===== config.mk =====
export PLATFORM = sky130hd
export DESIGN_NAME = signed_search_controller
export DESIGN_NICKNAME = d
export VERILOG_FILES = /design/src/rtl/signed_search_controller.sv
export SDC_FILE = /design/constraint.sdc
export NUM_CORES = 1
export LEC_CHECK = 0
export ABC_AREA = 1
export BUFFER_PORTS_ARGS = -buffer_cell sky130_fd_sc_hd__buf_2
export CORE_UTILIZATION = 60
export CTS_CLUSTER_SIZE = 24
export DETAILED_ROUTE_END_ITERATION = 16
export PLACE_DENSITY_LB_ADDON = 0.3
export SLEW_MARGIN = 20
export SYNTH_ARGS = -nofsm -noshare
export SYNTH_HDL_FRONTEND = slang
export SYNTH_SLANG_ARGS = --single-unit

===== constraint.sdc =====
create_clock -name clk -period 3.5 [get_ports clk]
set_input_delay 0.35 -clock clk [delete_from_list [all_inputs] [get_ports clk]]
set_output_delay 0.35 -clock clk [all_outputs]
set_load 0.1 [all_outputs]

===== src/rtl/signed_search_controller.sv =====
// Binary-search initiator: probes an external signed comparator with `guess` until it reports equal.
// Optional SEARCH_STATS_EN adds a probe_count output reporting the number of probes in the last search.
module signed_search_controller #(
  parameter int WIDTH       = 4,
  parameter int CMP_LATENCY = 0
) (
  input  logic             clk,
  input  logic             rst,
  input  logic             start,
  input  logic             greater,
  input  logic             equal,
  input  logic             less,
  output logic [WIDTH-1:0] guess,
  output logic             probe_active,
  output logic             busy,
  output logic             done,
  output logic [WIDTH-1:0] found,
  output logic             error
`ifdef SEARCH_STATS_EN
  ,
  output logic [$clog2(WIDTH+2)-1:0] probe_count
`endif
);

  localparam int WCNT_W = (CMP_LATENCY > 0) ? $clog2(CMP_LATENCY + 1) : 1;
  localparam logic [WCNT_W-1:0] WCNT_LAST = WCNT_W'(CMP_LATENCY);
  localparam logic signed [WIDTH:0] LO_INIT = {2'b11, {(WIDTH-1){1'b0}}};
  localparam logic signed [WIDTH:0] HI_INIT = {2'b00, {(WIDTH-1){1'b1}}};

  typedef enum logic [1:0] {IDLE, PROBE, DONE, ERR} state_t;

  state_t                  state, state_n;
  logic signed [WIDTH:0]   lo, hi, lo_n, hi_n;
  logic [WIDTH-1:0]        guess_n, found_n;
  logic [WCNT_W-1:0]       wcnt, wcnt_n;
  logic                    error_r, error_n;
  logic                    accept, sample;
  logic signed [WIDTH:0]   guess_ext;
  logic                    flags_ok;

  // Floor midpoint; the sum needs one extra bit so lo+hi cannot overflow.
  function automatic logic [WIDTH-1:0] mid(input logic signed [WIDTH:0] a,
                                           input logic signed [WIDTH:0] b);
    logic signed [WIDTH+1:0] s;
    s = {a[WIDTH], a} + {b[WIDTH], b};
    return s[WIDTH:1];
  endfunction

  assign guess_ext = {guess[WIDTH-1], guess};
  assign flags_ok  = (greater ^ equal ^ less) & ~(greater & equal & less);
  assign accept    = (state == IDLE) && start;
  assign sample    = (state == PROBE) && (wcnt == WCNT_LAST);

  always_ff @(posedge clk or posedge rst) begin
    if (rst) begin
      state   <= IDLE;
      lo      <= '0;
      hi      <= '0;
      guess   <= '0;
      found   <= '0;
      wcnt    <= '0;
      error_r <= 1'b0;
    end else begin
      state   <= state_n;
      lo      <= lo_n;
      hi      <= hi_n;
      guess   <= guess_n;
      found   <= found_n;
      wcnt    <= wcnt_n;
      error_r <= error_n;
    end
  end

  always_comb begin
    state_n = state;
    lo_n    = lo;
    hi_n    = hi;
    guess_n = guess;
    found_n = found;
    wcnt_n  = wcnt;
    error_n = error_r;
    case (state)
      IDLE: begin
        if (start) begin
          lo_n    = LO_INIT;
          hi_n    = HI_INIT;
          guess_n = mid(LO_INIT, HI_INIT);
          wcnt_n  = '0;
          error_n = 1'b0;
          state_n = PROBE;
        end
      end
      PROBE: begin
        if (!sample) begin
          wcnt_n = wcnt + 1'b1;
        end else if (!flags_ok) begin
          error_n = 1'b1;
          state_n = ERR;
        end else if (equal) begin
          found_n = guess;
          state_n = DONE;
        end else begin
          // Narrow the interval; crossing bounds means the comparator contradicted itself.
          if (greater) hi_n = guess_ext - 1'b1;
          else         lo_n = guess_ext + 1'b1;
          if (lo_n > hi_n) begin
            error_n = 1'b1;
            state_n = ERR;
          end else begin
            guess_n = mid(lo_n, hi_n);
            wcnt_n  = '0;
          end
        end
      end
      DONE:    state_n = IDLE;
      ERR:     state_n = IDLE;
      default: state_n = IDLE;
    endcase
  end

  assign probe_active = (state == PROBE);
  assign busy         = (state == PROBE);
  assign done         = (state == DONE);
  assign error        = error_r;

`ifdef SEARCH_STATS_EN
  always_ff @(posedge clk or posedge rst) begin
    if (rst)         probe_count <= '0;
    else if (accept) probe_count <= '0;
    else if (sample) probe_count <= probe_count + 1'b1;
  end
`else
  logic unused_accept;
  assign unused_accept = accept;
`endif

endmodule

==> results of run 1 <==
cells by family after synthesis:
| kind of cell | synth area share |
|---|---|
| and+or+nand+nor | 0.254 |
| DFF | 0.371 |
| AOI/OAI and AO/OA | 0.145 |
| adders and majority gates | 0.115 |
| buffers and inverters | 0.104 |
| xor gates and xnor gates | 0.0118 |
flip-flops by register name, summed over array words and instances, names as in the netlist:
name   cells
hi         5
lo         5
found      4
guess      4
state      2
error      1
wcnt       1
cells in the mapped netlist (2+ instances only):
cell type,count
nor2_1,15
nand2_4,3
inv_2,4
nand2_1,37
a21oi_1,7
nand3_1,10
inv_1,29
o21ai_0,19
dfrtp_1,22
nand4_1,3
nand3_2,2
o21ai_1,7
ha_1,12
xnor2_1,2
critical path, cell delays in order (launching register included):
cell and delay (ps):
dfrtp_1 470, inv_1 110, ha_1 220, inv_1 70
nor2_1 40, o21ai_0 160, o21ai_0 170, ha_1 380
nor2_1 200, nand3_2 110, nand3_1 100, nand2_1 50
nand2_1 70, nand3_1 150, nand2_4 140, nand2_1 70
o21ai_0 80
area by class of cell:
class	count	area [um^2]	share of cell area
Multi-Input combinational cell	129	781	0.478
Sequential cell	22	551	0.337
Inverter	34	130	0.0796
Timing Repair Buffer	17	85.1	0.0521
Tap cell	28	35.0	0.0214
Clock inverter	1	30.0	0.0184
Clock buffer	3	22.5	0.0138
path summary, 6_finish.rpt:
kind                            slack, ps  depth (start not counted)            startpoint                   end
worst min-delay path                  170                          2                   rst  found[1]$_DFFE_PP0P_
worst min register to register        500                          2     error$_DFFE_PP0P_     error$_DFFE_PP0P_
max in group asynchronous            2810                          2                   rst     lo[2]$_DFFE_PP0P_
worst max register to register        830                         16  guess[0]$_DFFE_PP0P_  guess[2]$_DFFE_PP0P_
min in group clk                      350                          4                 start      wcnt$_DFFE_PP0P_
worst max-delay path                  830                         16  guess[0]$_DFFE_PP0P_  guess[2]$_DFFE_PP0P_
per-layer routing:
| metal | vias up | track usage |
|---|---|---|
| met4 | 0 | 0.113 |
| met3 | 7 | 0.0556 |
| met5 | - | 0 |
| met2 | 36 | 0.472 |
| met1 | 607 | 0.361 |
| li1 | 639 | - |
placed cells by master, fill, tap and decap left out, drive strengths merged:
cell type / netlist / routed
nand2: 40 / 40
xnor2: 2 / 2
a21oi: 7 / 7
a22oi: 1 / 1
ha: 12 / 12
nor2: 17 / 17
nand3: 12 / 12
nand3b: 1 / 1
o22a: 1 / 1
nor3: 2 / 2
clkbuf: 1 / 3
o21ai: 26 / 26
o22ai: 1 / 1
a22o: 1 / 1
bufinv: 0 / 1
inv: 34 / 34
buf: 2 / 17
nand4: 3 / 3
dfrtp: 22 / 22
fa: 1 / 1
o21ba: 1 / 1
a31o: 1 / 1
through the flow:
step | hold slack, ps | std cells | utilization
after CTS | 212 | 234 | 0.718
after floorplan | 339 | 188 | -
after global routing | 227 | 234 | 0.718
after global placement | 454 | 230 | 0.695
after detailed placement | 461 | 230 | 0.695
final | 173 | 234 | 0.718
==> run metrics, run 1 <==
status=finished clean; grt total ovfl=0; largest area contributor in the netlist=dfrtp_1; Max Freq=around 370 MHz; fill cell count=between 150 and 200; # setup viols final=0; hold buffer count at CTS=0; synth top area cells=dfrtp_1, ha_1, nand2_1; quantity of gates resized following cts=0; Final Hold Fails=0; unrepaired setup endpoints after global routing=false; CTS tree=built; Worst Setup End Kind=flip-flop; DR pass1 iterations=4; Clock Latency Late Sink=about 320 ps; Synthesis Warnings=0; fraction of layout cells with a size suffix above 1=0.175; CTS max path bufs=2; clk_skew=roughly 7.1 ps; ANT cells=0; largest net degree at the start of global routing=23; Placed Area=0.00158 mm^2; critical path class=flip-flop to flip-flop; Post-CTS Setup Bufs=0; layout overhead on the synthesized area=10.0%; finished layout cell area=around 0.0016 mm^2; Post-synth EDFFs=0; WL final=3210 um; Core ar.=0.00228 mm^2; Final nets=226; DP HPWL=2440 um; Via Count=roughly 1300; CP required=roughly 3800 ps; post-route ant nets=0; Final period util=0.763; met3 wire length=between 150 and 200 um; Mapped Nets=between 200 and 250; DIE AREA=between 0.002 and 0.003 mm^2; M1 WL=between 1000 and 1500 um; slew of the pin with the lowest slew margin=approximately 840 ps; Primary FF master, synth=dfrtp_1; worst relative slew slack=0.442; CTS Buf Count=3; min Tclk post-route=2670 ps; DRC viols=0; min-delay worst type=input port to async pin; dpl ws=approximately 840 ps; async set-reset flop share out of synthesis=1.00; Max FO, Critical Path=7; port buffer count=17; Clk Tree Root Cell=clkbuf_4; first-pass GRT wire length=5550 um; Die Y=~52 um; CP arrival=approximately 2900 ps; GRT Overall Usage=0.284; I/O pins=18; row count=17; drt initial violations=49; synth unique cells=30; Clock Sinks=22; Placer Congestion=between 0.9 and 1; Final Worst Setup Slack=829 ps; nature of the critical path startpoint=flip-flop; starting density of the core=0.653; H-tree depth=1; vias per cell=between 5 and 6; setup TNS=0 ps; area of the mapped netlist=~0.0015 mm^2; synthesized area per cell=a little under 8 um^2; Synth Register Bits=22; clk slew on worst S/H paths=approximately 130 ps; met2 wire len=about 1600 um; WL per Instance=13.7 um; Die X=51.8 um; antenna violations before repair=0; max-cap violations=0; Seq/Total Area, Yosys=0.371; number of global-route vias before repair=between 1000 and 1500; top-area cell type share of the netlist area=0.371; Mapped Cells=approximately 190; highest metal used=met4; Max Slew Vio Count=0
Power of run 1 is left out: the tool's default activity adds up to more than one toggle a clock period on the data nets, which glitch-free logic cannot reach.
==> run 2, diff against run 1 <==
- ABC_AREA: 1 -> 0
- CORE_UTILIZATION: 60 -> 57
- clock period: 3.5 -> 2.77 ns (I/O delays scaled with it)
==> run metrics, run 2 <==
CP arrival=~2800 ps; CTS tree=built; vias per cell=5.78; setup TNS=0 ps; static leakage=0.770 nW; WL final=about 2900 um; DRC viols=0; Seq pwr share=0.262; status=finished clean; min-delay worst type=input port to async pin; critical path class=flip-flop to flip-flop; slew of the pin with the lowest slew margin=approximately 830 ps; power per cell area=1200 mW/mm^2; synth top area cells=dfrtp_1, ha_1, mux2_1; Die Y=between 50 and 60 um; Clock Sinks=22; DIE AREA=around 0.0027 mm^2; worst relative slew slack=0.443; fill cell count=approximately 160; ANT cells=0; Worst path slowest cell=dfrtp_4; Critical Path, Cell by Cell=inv_1 -> ha_1 -> mux2i_1 -> inv_1 -> ha_1 -> nor4_1 -> nor4b_2 -> a21oi_2 -> a21oi_2 -> a2bb2oi_1; top-area cell type share of the netlist area=0.386; synth unique cells=between 40 and 50; Die X=52 um; post-route ant nets=0; commonest cells in the netlist=dfrtp_1, inv_1, ha_1, nand2_1, nor2_1; Buf/Inv on CP=2; synthesized area per cell=9.90 um^2; Mapped Cells=between 100 and 150; Comb pwr share=0.606; row count=17; Max FO, Critical Path=9; Synthesis Warnings=0; area of the mapped netlist=roughly 0.0014 mm^2; CTS max path bufs=2; Max Freq=between 300 and 400 MHz; commonest non-fill, non-tap cell in the layout=dfrtp_1; switch share=0.544; dpl ws=204 ps; Worst VDD drop=0.876 mV; clk_skew=about 1.5 ps; internal cell power=roughly 0.88 mW; Max Slew Vio Count=0; Final Worst Setup Slack=between 200 and 250 ps; GRT Overall Usage=0.253; port buffer count=17; DR pass1 iterations=4; Final period util=0.913; H-tree depth=1; Final nets=about 180; Seq/Total Area, Yosys=0.386; grt total ovfl=0; Synth Register Bits=22; WL per Instance=15.5 um; Worst Setup End Kind=flip-flop; Worst path max stage delay=540 ps; Net Sw Power=1.05 mW; Post-synth EDFFs=0; layout overhead on the synthesized area=12.6%; I/O pins=18; drt initial violations=25; DP HPWL=between 2000 and 2500 um; delay-heaviest family, CP=adder cells; biggest regs=hi x5, lo x5; CP required=~3000 ps; Primary FF master, synth=dfrtp_1; number of global-route vias before repair=around 1000; CTS Buf Count=3; unrepaired setup endpoints after global routing=false; antenna violations before repair=0; nature of the critical path startpoint=flip-flop; # setup viols final=0; largest net degree at the start of global routing=23; Clk Tree Root Cell=clkbuf_4; part of the power in the clock network=0.133; max-cap violations=0; fraction of layout cells with a size suffix above 1=0.259; Mapped Nets=163; min Tclk post-route=about 2500 ps; starting density of the core=0.626; clk slew on worst S/H paths=~130 ps; async set-reset flop share out of synthesis=1.00; first-pass GRT wire length=approximately 4800 um; top-count cell post-synth=dfrtp_1; Clock Latency Late Sink=between 300 and 400 ps; Placer Congestion=0.865; Final Hold Fails=0; Core ar.=between 0.002 and 0.0025 mm^2; most frequent cells in the layout=dfrtp_1, buf_2, inv_1, nand2_1, ha_1; Via Count=1099; largest area contributor in the netlist=dfrtp_1
## run 2: cell types whose count changed in the layout (fill, tap and decap cells not counted), sizes merged, moves of 4 or more
cell	previous run	this run
a21oi	7	11
a2bb2oi	0	4
inv	34	14
mux2	0	5
nand2	40	12
nand3	12	2
nor2	17	10
o21ai	26	10
## run 2: layout make-up
cell class | count | area, um^2 | share of cell area
clock buffers | 3 | 22.5 | 0.0140
repair buffers | 20 | 108 | 0.0671
flip-flops and latches | 22 | 557 | 0.347
multi-input cells | 102 | 800 | 0.498
well taps | 28 | 35.0 | 0.0218
inverters | 14 | 52.6 | 0.0328
clock inverters | 1 | 30.0 | 0.0187
## run 2: cells by family (layout without fill, tap and decap cells)
logic type	after synthesis	count (layout)	synth area share
AO/OA/AOI/OAI	38	38	0.190
flip-flops	22	22	0.386
multiplexers	7	7	0.0536
adder cells (fa/ha/maj)	13	13	0.119
AND/OR/NAND/NOR	37	37	0.149
XOR/XNOR	7	7	0.0430
buffers and inverters	20	38	0.0588
## run 2: per-stage QoR
stage / hold WS [ps] / power (mW) / instances / utilization / cell area (um^2)
2_1_floorplan: 266 / 1.47 / 144 / - / 1430
3_3_place_gp: 466 / 1.64 / 186 / 0.678 / 1540
4_1_cts: 124 / 1.91 / 190 / 0.701 / 1600
5_1_grt: 162 / 2.02 / 190 / 0.705 / 1600
3_5_place_dp: 470 / 1.66 / 186 / 0.678 / 1540
6_report: 88.6 / 1.93 / 190 / 0.705 / 1600
## run 2: final timing paths
check	startpoint	endpoint	slack (ps)	cells after the start
setup / recovery	guess[0]$_DFFE_PP0P_	guess[1]$_DFFE_PP0P_	240	10
hold / removal	rst	found[0]$_DFFE_PP0P_	90	2
setup reg to reg	guess[0]$_DFFE_PP0P_	guess[1]$_DFFE_PP0P_	240	10
hold reg to reg	lo[2]$_DFFE_PP0P_	lo[2]$_DFFE_PP0P_	510	2
max in group asynchronous	rst	guess[0]$_DFFE_PP0P_	2080	2
min in group clk	equal	state[0]$_DFFE_PP0P_	220	2
## run 2: what timing repair did
action                     CTS  global route
setup endpoints to repair    0             5
resized for setup            0             3
hold buffers                 0             0
buffers inserted             0             0
## run 2: metal layers
layer  wire, um  share of wire  GRT usage  up-vias
li1           -              -          -      530
met3        150          0.051     0.0439        5
met4         53          0.018     0.0946        0
met1       1370           0.47      0.345      532
met5          0              0          0        -
met2       1370           0.47      0.397       32
## run 2: power by group through the flow
stage	combinational, mW	sequential [mW]	clock (mW)
after global routing	1.23	0.520	0.271
after detailed placement	1.15	0.510	0
final	1.17	0.505	0.255
after global placement	1.13	0.502	0
after CTS	1.15	0.504	0.256
after floorplan	0.664	0.802	0
## run 2: worst register-to-register path, stage by stage (launching register included)
cell	delay, ps
dfrtp_4	540
inv_1	70
ha_1	240
mux2i_1	180
inv_1	90
ha_1	360
nor4_1	350
nor4b_2	100
a21oi_2	240
a21oi_2	120
a2bb2oi_1	140
No activity file was read; power rests on OpenSTA's default activity.
==> run 3, diff against run 2 <==
- REMOVE_ABC_BUFFERS: unset -> 1
==> run metrics, run 3 (synthesis gave the netlist of run 2 again) <==
min-delay worst type=input port to async pin; DR pass1 iterations=4; Via Count=about 1100; antenna violations before repair=0; critical path class=flip-flop to flip-flop; Final nets=around 180; ANT cells=0; most frequent cells in the layout=dfrtp_1, buf_2, inv_1, nand2_1, ha_1; DRC viols=0; Worst VDD drop=0.811 mV; final non-filler cell total=between 150 and 200; post-route ant nets=0; slew of the pin with the lowest slew margin=between 800 and 900 ps; Clock Latency Late Sink=310 ps; Core ar.=0.00228 mm^2; worst relative slew slack=0.454; row count=17; Max Freq=about 380 MHz; DP HPWL=2170 um; CTS tree=built; Placed Area=about 0.0015 mm^2; Worst Setup End Kind=flip-flop; DIE AREA=0.00270 mm^2; Max FO, Critical Path=7; commonest non-fill, non-tap cell in the layout=dfrtp_1; layout overhead on the synthesized area=9.57%; Final Hold Fails=0; clk_skew=about 3.7 ps; biggest regs=hi x5, lo x5; starting density of the core=0.626; vias per cell=between 5 and 6; finished layout cell area=between 0.0015 and 0.002 mm^2; grt total ovfl=0; CTS Buf Count=3; I/O pins=18; power per cell area=1160 mW/mm^2; GRT Overall Usage=0.250; static leakage=approximately 0.75 nW; drt initial violations=22; H-tree depth=1; fraction of layout cells with a size suffix above 1=0.238; placed cells=roughly 190; WL per Instance=~15 um; CP arrival=~2900 ps; overall power=between 1.5 and 2 mW; # setup viols final=0; first-pass GRT wire length=4880 um; CP required=between 2000 and 3000 ps; WL final=between 2000 and 3000 um; number of global-route vias before repair=between 1000 and 1500; nature of the critical path startpoint=flip-flop; status=finished clean; port buffer count=17; Die X=around 52 um; max-cap violations=0; Die Y=approximately 52 um; CTS max path bufs=2; unrepaired setup endpoints after global routing=false; Max Slew Vio Count=0; Clock Sinks=22; min Tclk post-route=roughly 2600 ps; Placer Congestion=0.874; largest net degree at the start of global routing=23; clk slew on worst S/H paths=around 120 ps; hold buffer count at CTS=0; Final period util=0.956; Clk Tree Root Cell=clkbuf_4
-- run 3: cell count changes in the layout (fill, tap and decap cells not counted) --
cell       change
dfrtp_4        -1
buf_4          -1
dfrtp_2        -1
bufinv_16      -1
dfrtp_1        +2
-- run 3: path summary, 6_finish.rpt --
check / from / endpoint / slack, ps / cells past startpoint
min reg2reg: hi[4]$_DFFE_PP0P_ / hi[4]$_DFFE_PP0P_ / 500 / 2
max: guess[1]$_DFFE_PP0P_ / guess[2]$_DFFE_PP0P_ / 120 / 10
max in group asynchronous: rst / guess[0]$_DFFE_PP0P_ / 2110 / 2
max reg2reg: guess[1]$_DFFE_PP0P_ / guess[2]$_DFFE_PP0P_ / 120 / 10
min: rst / found[3]$_DFFE_PP0P_ / 110 / 2
min in group clk: equal / state[0]$_DFFE_PP0P_ / 240 / 2
-- run 3: critical path, cell delays in order, from the launching register on --
cell       delay [ps]
dfrtp_1           470
inv_1              70
ha_1              210
xnor2_1           150
a21oi_1           260
ha_1              350
nor4_1            400
nor4b_2           100
a21oi_2           260
a21oi_2           120
a2bb2oi_1         140
-- run 3: report_power, final --
| part | total, mW | leakage (nW) | switching (mW) | internal (mW) |
|---|---|---|---|---|
| sequential | 0.498 | 0.238 | 0.0846 | 0.413 |
| combinational | 1.16 | 0.499 | 0.852 | 0.312 |
| clock | 0.149 | 0.0138 | 0.0977 | 0.0508 |
| total | 1.81 | 0.751 | 1.03 | 0.776 |
-- run 3: what timing repair did --
action	4_1_cts	5_1_grt
buffers inserted	0	0
endpoints found under the setup margin	0	6
gates resized for setup	0	4
-- run 3: stage by stage --
| step | utilization | TNS (ps) | setup slack (ps) | hold WS (ps) |
|---|---|---|---|---|
| 4_1_cts | 0.682 | 0 | 88.4 | 150 |
| 2_1_floorplan | - | -1910 | -346 | 266 |
| 3_5_place_dp | 0.672 | 0 | 135 | 472 |
| 3_3_place_gp | 0.672 | 0 | 273 | 459 |
| 6_report | 0.686 | 0 | 123 | 108 |
| 5_1_grt | 0.686 | 0 | 17.7 | 178 |
-- run 3: final cells by class --
| cell class | count | area, um^2 |
|---|---|---|
| clock buffers | 3 | 22.5 |
| well taps | 28 | 35.0 |
| fillers | 166 | 714 |
| inverters | 14 | 52.6 |
| repair buffers | 19 | 100 |
| multi-input cells | 102 | 800 |
| flip-flops and latches | 22 | 552 |
-- run 3: metal layers --
layer,share of wire,GRT usage
met5,0,0
met4,0.011,0.104
met3,0.045,0.0263
met2,0.49,0.410
met1,0.45,0.332
